### src/rtl/bfloat_mul_pipe.sv
// rtl/bfloat_mul_pipe.sv - 3-stage bfloat16 multiplier with valid/ready handshake.
// Optional BFLOAT_MUL_RNE_EN selects round-to-nearest-even; otherwise results truncate.
module bfloat_mul_pipe (
    input  logic        clk,
    input  logic        rst_n,
    input  logic [15:0] a,
    input  logic [15:0] b,
    input  logic        in_valid,
    output logic        in_ready,
    output logic [15:0] c,
    output logic        out_valid,
    input  logic        out_ready
);

    localparam logic [1:0] CLS_NORM = 2'd0;
    localparam logic [1:0] CLS_ZERO = 2'd1;
    localparam logic [1:0] CLS_INF  = 2'd2;
    localparam logic [1:0] CLS_NAN  = 2'd3;

    logic advance;
    assign advance  = ~out_valid | out_ready;
    assign in_ready = advance;

    logic [7:0]  ea, eb;
    logic [6:0]  ma, mb;
    logic        a_nan, b_nan, a_inf, b_inf, a_zero, b_zero;
    logic [1:0]  cls_in;
    logic [9:0]  exp_in;
    logic [15:0] prod_in;

    assign ea = a[14:7];
    assign eb = b[14:7];
    assign ma = a[6:0];
    assign mb = b[6:0];

    assign a_nan  = (ea == 8'hFF) && (ma != 7'd0);
    assign b_nan  = (eb == 8'hFF) && (mb != 7'd0);
    assign a_inf  = (ea == 8'hFF) && (ma == 7'd0);
    assign b_inf  = (eb == 8'hFF) && (mb == 7'd0);
    assign a_zero = (ea == 8'h00);
    assign b_zero = (eb == 8'h00);

    always_comb begin
        cls_in = CLS_NORM;
        if (a_nan || b_nan || (a_inf && b_zero) || (a_zero && b_inf))
            cls_in = CLS_NAN;
        else if (a_inf || b_inf)
            cls_in = CLS_INF;
        else if (a_zero || b_zero)
            cls_in = CLS_ZERO;
    end

    assign exp_in  = {2'b00, ea} + {2'b00, eb} - 10'd127;
    assign prod_in = {8'd0, 1'b1, ma} * {8'd0, 1'b1, mb};

    logic        v1, sign1;
    logic [1:0]  cls1;
    logic [9:0]  exp1;
    logic [15:0] prod1;

    always_ff @(posedge clk or negedge rst_n) begin
        if (!rst_n) begin
            v1    <= 1'b0;
            sign1 <= 1'b0;
            cls1  <= CLS_NORM;
            exp1  <= 10'd0;
            prod1 <= 16'd0;
        end else if (advance) begin
            v1    <= in_valid;
            sign1 <= a[15] ^ b[15];
            cls1  <= cls_in;
            exp1  <= exp_in;
            prod1 <= prod_in;
        end
    end

    logic       norm;
    logic [6:0] man_t, man_rnd;
    logic [9:0] exp_n, exp_rnd;

`ifdef BFLOAT_MUL_RNE_EN
    logic       guard, sticky, inc;
    logic [7:0] man_r8;
`else
    logic       trunc_unused;
    assign trunc_unused = ^prod1[6:0];
`endif

    always_comb begin
        norm  = prod1[15];
        man_t = norm ? prod1[14:8] : prod1[13:7];
        exp_n = exp1 + {9'd0, norm};
`ifdef BFLOAT_MUL_RNE_EN
        guard   = norm ? prod1[7] : prod1[6];
        sticky  = norm ? |prod1[6:0] : |prod1[5:0];
        inc     = guard & (sticky | man_t[0]);
        man_r8  = {1'b0, man_t} + {7'd0, inc};
        // A carry out of the 7-bit fraction means 1.111..1 rounded up to 10.000..0.
        man_rnd = man_r8[6:0];
        exp_rnd = exp_n + {9'd0, man_r8[7]};
`else
        man_rnd = man_t;
        exp_rnd = exp_n;
`endif
    end

    logic       v2, sign2;
    logic [1:0] cls2;
    logic [9:0] exp2;
    logic [6:0] man2;

    always_ff @(posedge clk or negedge rst_n) begin
        if (!rst_n) begin
            v2    <= 1'b0;
            sign2 <= 1'b0;
            cls2  <= CLS_NORM;
            exp2  <= 10'd0;
            man2  <= 7'd0;
        end else if (advance) begin
            v2    <= v1;
            sign2 <= sign1;
            cls2  <= cls1;
            exp2  <= exp_rnd;
            man2  <= man_rnd;
        end
    end

    logic [15:0] packed_c;

    always_comb begin
        packed_c = {sign2, 15'd0};
        case (cls2)
            CLS_NAN:  packed_c = 16'hFFFF;
            CLS_INF:  packed_c = {sign2, 8'hFF, 7'd0};
            CLS_ZERO: packed_c = {sign2, 15'd0};
            default: begin
                if ($signed(exp2) <= 10'sd0)
                    packed_c = {sign2, 15'd0};
                else if ($signed(exp2) >= 10'sd255)
                    packed_c = {sign2, 8'hFF, 7'd0};
                else
                    packed_c = {sign2, exp2[7:0], man2};
            end
        endcase
    end

    always_ff @(posedge clk or negedge rst_n) begin
        if (!rst_n) begin
            out_valid <= 1'b0;
            c         <= 16'h0000;
        end else if (advance) begin
            out_valid <= v2;
            c         <= packed_c;
        end
    end

endmodule
### config.mk
export PLATFORM = sky130hd
export DESIGN_NAME = bfloat_mul_pipe
export DESIGN_NICKNAME = d
export VERILOG_FILES = /design/src/rtl/bfloat_mul_pipe.sv
export SDC_FILE = /design/constraint.sdc
export NUM_CORES = 1
export LEC_CHECK = 0
export CORE_ASPECT_RATIO = 0.75
export CORE_MARGIN = 4
export CORE_UTILIZATION = 46
export DETAILED_ROUTE_END_ITERATION = 12
export DONT_BUFFER_PORTS = 1
export PLACE_DENSITY = 0.64
export SYNTH_ARGS = -nofsm -noshare
export SYNTH_HDL_FRONTEND = slang
export SYNTH_SLANG_ARGS = --single-unit
### constraint.sdc
create_clock -name clk -period 4.5 [get_ports clk]
set_clock_uncertainty 0.05 [all_clocks]
set_input_delay 1.125 -clock clk [delete_from_list [all_inputs] [get_ports clk]]
set_output_delay 1.125 -clock clk [all_outputs]
set_load 0.01 [all_outputs]
Yosys cells after proc, flatten, opt, wreduce, memory -nomap -nowiden
Cells that the tools add are included.
{"block": "op_classes", "reduce_logical": 17, "n_mul": 1, "n_mux": 7, "add_sub_neg": 3, "n_bitwise": 3, "eq_ne": 5, "magnitude_cmp": 2}
{"op": "$pmux W16 S3", "n": 1}
{"op": "$mux W15", "n": 2}
{"op": "$eq A8 B8 Y1 const B", "n": 2}
{"op": "$logic_not A8 Y1", "n": 2}
{"op": "$mul A8 B8 Y16", "n": 1}
{"op": "$logic_not A7 Y1", "n": 2}
{"op": "$reduce_bool A7 Y1", "n": 2}
{"op": "$add A10 B1 Y10", "n": 1}
{"op": "$ge A10 B9 Y1 const B", "n": 1}
{"op": "$le A10 B1 Y1 const B", "n": 1}
{"op": "$sub A9 B7 Y10 const B", "n": 1}
{"op": "$add A8 B8 Y9", "n": 1}
{"op": "$mux W7", "n": 1}
{"op": "$logic_and A1 B1 Y1", "n": 6}
{"op": "$logic_or A1 B1 Y1", "n": 5}
{"op": "$eq A2 B2 Y1 const B", "n": 2}
{"op": "$mux W2", "n": 2}
{"op": "$eq A2 B1 Y1 const B", "n": 1}
{"op": "$mux W1", "n": 1}
{"op": "$not A1 Y1", "n": 1}
{"op": "$or A1 B1 Y1", "n": 1}
{"op": "$xor A1 B1 Y1", "n": 1}
{"block": "totals", "register_bits": 68, "in_bits": 36, "word_cells": 50, "out_inout_bits": 18}

Depth between registers and ports, before layout
{"block": "logic_depth", "depth_word": 6, "mapped_depth": 16}

Least setup slack after synthesis
OpenSTA, ideal clock, no wires.
{"block": "synth_path", "path_type": "input -> register", "from": "in a[1]", "to": "reg prod1[10]", "t_required_ns": 4.318, "arrival_time_ns": 4.778, "cell_stages": 16, "path_slack_ns": -0.460, "setup_time_ns": 0.132, "cell_sequence": "and2_1 fa_1 inv_1 fa_1 inv_1 fa_1 inv_1 fa_1 inv_1 ha_1 a21oi_1 o22ai_1 nor3_1 o21bai_1 xnor2_1 o21ai_1"}
{"block": "synth_between", "elab_chain_len": 1}
{"item": "start, declared", "line": "6", "rtl": "input logic [15:0] a,"}
{"item": "$mul A8 B8 Y16", "line": "54", "rtl": "assign prod_in = {8'd0, 1'b1, ma} * {8'd0, 1'b1, mb};"}
{"item": "end signal, assigned", "line": "73", "rtl": "prod1 <= prod_in;"}
{"item": "end, declared", "line": "59", "rtl": "logic [15:0] prod1;"}
No other way between the ends.
A chain may end at the register's enable or synchronous reset.

Worst setup path after layout
{"block": "layout_path", "from": "in a[1]", "to": "reg prod1[15]"}
The elaborated chain is that of the path after synthesis.

==> flow_summary.toml <==
[sta]
rsz0062_at_grt = "yes"
setup_viol = 3
hold_violations = 0
min_period_over_period_pct = 100
max_freq_mhz = 221
setup_slack_ps = -21.5
slew_headroom_pct = 51.8
min_period_ps = 4520
tightest_slew_ps = 722
slew_viol_final = 0

[global_routing]
grt_usage_pct = 17.9
grt_pass1_wl_microns = 18300
grt_max_degree = 81
antenna_found_initial = 0
first_global_vias = 3779
grt.overflow.total = 0

[run_status]
violations = "setup timing"
status = "finished, violations left"

[die]
ios = 54
core_sq_um = 10400
die_x_microns = 128
initial_core_util_pct = 47.7
fp.dieH_microns = 98.0
die-area_sq_um = 12500
num_rows = 32

[synthesis]
syn_area_sq_um = 4960
synth_ff_type = "dfrtp_1"
ys_types = 44
postSynthCellCount = 547
synth_nets = 668
ys_warn_count = 0
synth_seq_area_share_pct = 30.8
ys_seq_elements = 61
synth_edf_count = 0
async_flop_share_pct = 100
syn_area_per_cell_sq_um = 9.07

[cells_and_area]
fin_area_sq_um = 5700
final_common_cell = "nand2_1"
area_growth_pct = 14.9
fin_nets = 682
layout-drive-gt1-share_pct = 12.2
antennaDiodeCount = 0
layout_common_cells = "nand2_1 (79), inv_1 (64), dfrtp_1 (61), ha_1 (46), fa_1 (36)"

[clocking]
cts_tree = "done"
insertion_delay_ps = 330
clk_path_buf_depth = 2
cts.htree.levels = 3
numCtsBuffers = 9
root_buffer = "clkbuf_16"
clock_sinks = 61
clk_pin_slew_worst_paths_ps = 50

[detailed_routing]
drt_iter0_drc = 215
met3_wirelength_microns = 522
wire_per_inst_microns = 14.8
firstDrtPassIters = 6
vias_per_cell = 5.24
ant_nets = 0
top_layer_used = "met4"
drt-met1-wl_microns = 5300
wirelength_microns = 10400
wl_met2_microns = 4480
drc = 0
routed-via-count = 3677

[power_and_ir_drop]
powerDensity_nw_per_um2 = 594
p_leak_uw = 0.00269
peakVddDrop_v = 0.000442

[worst_hold_path]
hold_path.class = "flop to flop"
holdCritStartpoint = "sign2"

[worst_setup_path]
crit_type = "input pin to flop"
end_kind = "flop"
cp-startpoint = "a[1]"
cp-start-kind = "input pin"
r2r_start = "exp2[6]"
cp.arrival_ps = 4680
cp_data_required_time_ps = 4660
cp_max_fo = 9

[placed_design]
place_hpwl_microns = 8070
portBuffers = 0
pre_cts_ws_ps = -399
place_area_sq_um = 5300
routabilityCongestion = 0.817

[flow_run]
cap_viol_max_count = 0
## logic make-up after synthesis
kind of cell | synth area share, %
xor gates and xnor gates | 3.88
muxes | 1.61
and+or+nand+nor | 18.7
adders and majority gates | 26.9
buffers and inverters | 6.23
AOI/OAI and AO/OA | 12.0
DFF | 30.8
## synth_stat cells (2+ instances only)
master | count | area [sq um]
dfrtp_1 | 61 | 1530
a21oi_2 | 7 | 61.3
o21bai_1 | 3 | 22.5
o31ai_1 | 2 | 15.0
nor2b_1 | 3 | 18.8
ha_1 | 49 | 613
mux2i_1 | 8 | 80.1
nor3_1 | 9 | 45.0
and2_1 | 34 | 213
nand4_1 | 5 | 31.3
or4_1 | 4 | 30.0
fa_1 | 36 | 721
clkbuf_1 | 11 | 41.3
nand2_1 | 79 | 297
nor3_2 | 2 | 20.0
o21ai_1 | 21 | 105
buf_1 | 2 | 7.51
inv_1 | 67 | 251
and4_1 | 3 | 26.3
a21o_1 | 2 | 15.0
xnor2_1 | 14 | 123
nor2_1 | 29 | 109
o41ai_1 | 2 | 17.5
a31oi_1 | 2 | 12.5
o21ai_0 | 26 | 130
nand3_1 | 7 | 35.0
nand2b_1 | 2 | 12.5
a21oi_1 | 31 | 155
nor4_1 | 3 | 18.8
xor2_1 | 8 | 70.1
and3_1 | 2 | 12.5
## metrics by stage
stage	total power (uW)	hold WS, ps	instances	TNS [ps]	util (%)
floorplan	2190	380	547	-1090	-
global placement	2530	400	685	-1940	50.9
detailed placement	2590	406	685	-2650	50.9
CTS	3380	418	701	-48.2	54.2
global route	3700	426	702	-819	54.8
finish	3390	416	702	-36.3	54.8
## what timing repair did
action	CTS	global route
hold buffers	0	0
pin swaps	0	10
resized for setup	2	12
setup endpoints to repair	3	7
setup buffers	0	1
## state kept, by name, summed over array words and instances, names as in the netlist, 2 cells and up
| signal | flops |
|---|---|
| prod1 | 9 |
| man2 | 7 |
| exp2 | 10 |
| c | 16 |
| cls1 | 2 |
| exp1 | 10 |
| cls2 | 2 |
## per-layer routing
metal  vias to the layer above  global-route usage (%)
met2                        70                    25.5
li1                       1842                       -
met5                         -                       0
met1                      1751                    27.3
met4                         0                    3.67
met3                        14                    4.76
## worst max-delay path: stages
cell     delay, ps
and2_4         140
fa_1           510
inv_2           40
fa_1           540
inv_1           50
fa_1           470
inv_1           50
fa_1           500
inv_2           50
ha_4           290
nand3_4         90
o22ai_4        270
nor2_4          90
a21oi_4        230
and4_1         200
nor3_1          50
## path summary, 6_finish.rpt
path                                   to  slack, ps  cells after the start
worst min-delay path                sign2        420                      2
max in group asynchronous           sign1       3850                      0
worst max-delay path            prod1[15]        -20                     16
worst min register to register      sign2        420                      2
worst max register to register       c[2]       2590                      6
min in group asynchronous         exp1[5]        440                      0
## final cells by class
class | count | area [sq um]
clock buffer | 11 | 253
multi-input combinational | 404 | 3280
timing repair buffer | 17 | 135
inverter | 68 | 255
sequential | 61 | 1530
fill | 978 | 4710
clock inverter | 5 | 82.6
tap | 136 | 170
## power breakdown
group / total, uW / internal, uW / switching (uW)
logic: 1580 / 753 / 832
registers: 1040 / 789 / 255
clock network: 759 / 515 / 244
No activity file was read; power rests on OpenSTA's default activity.
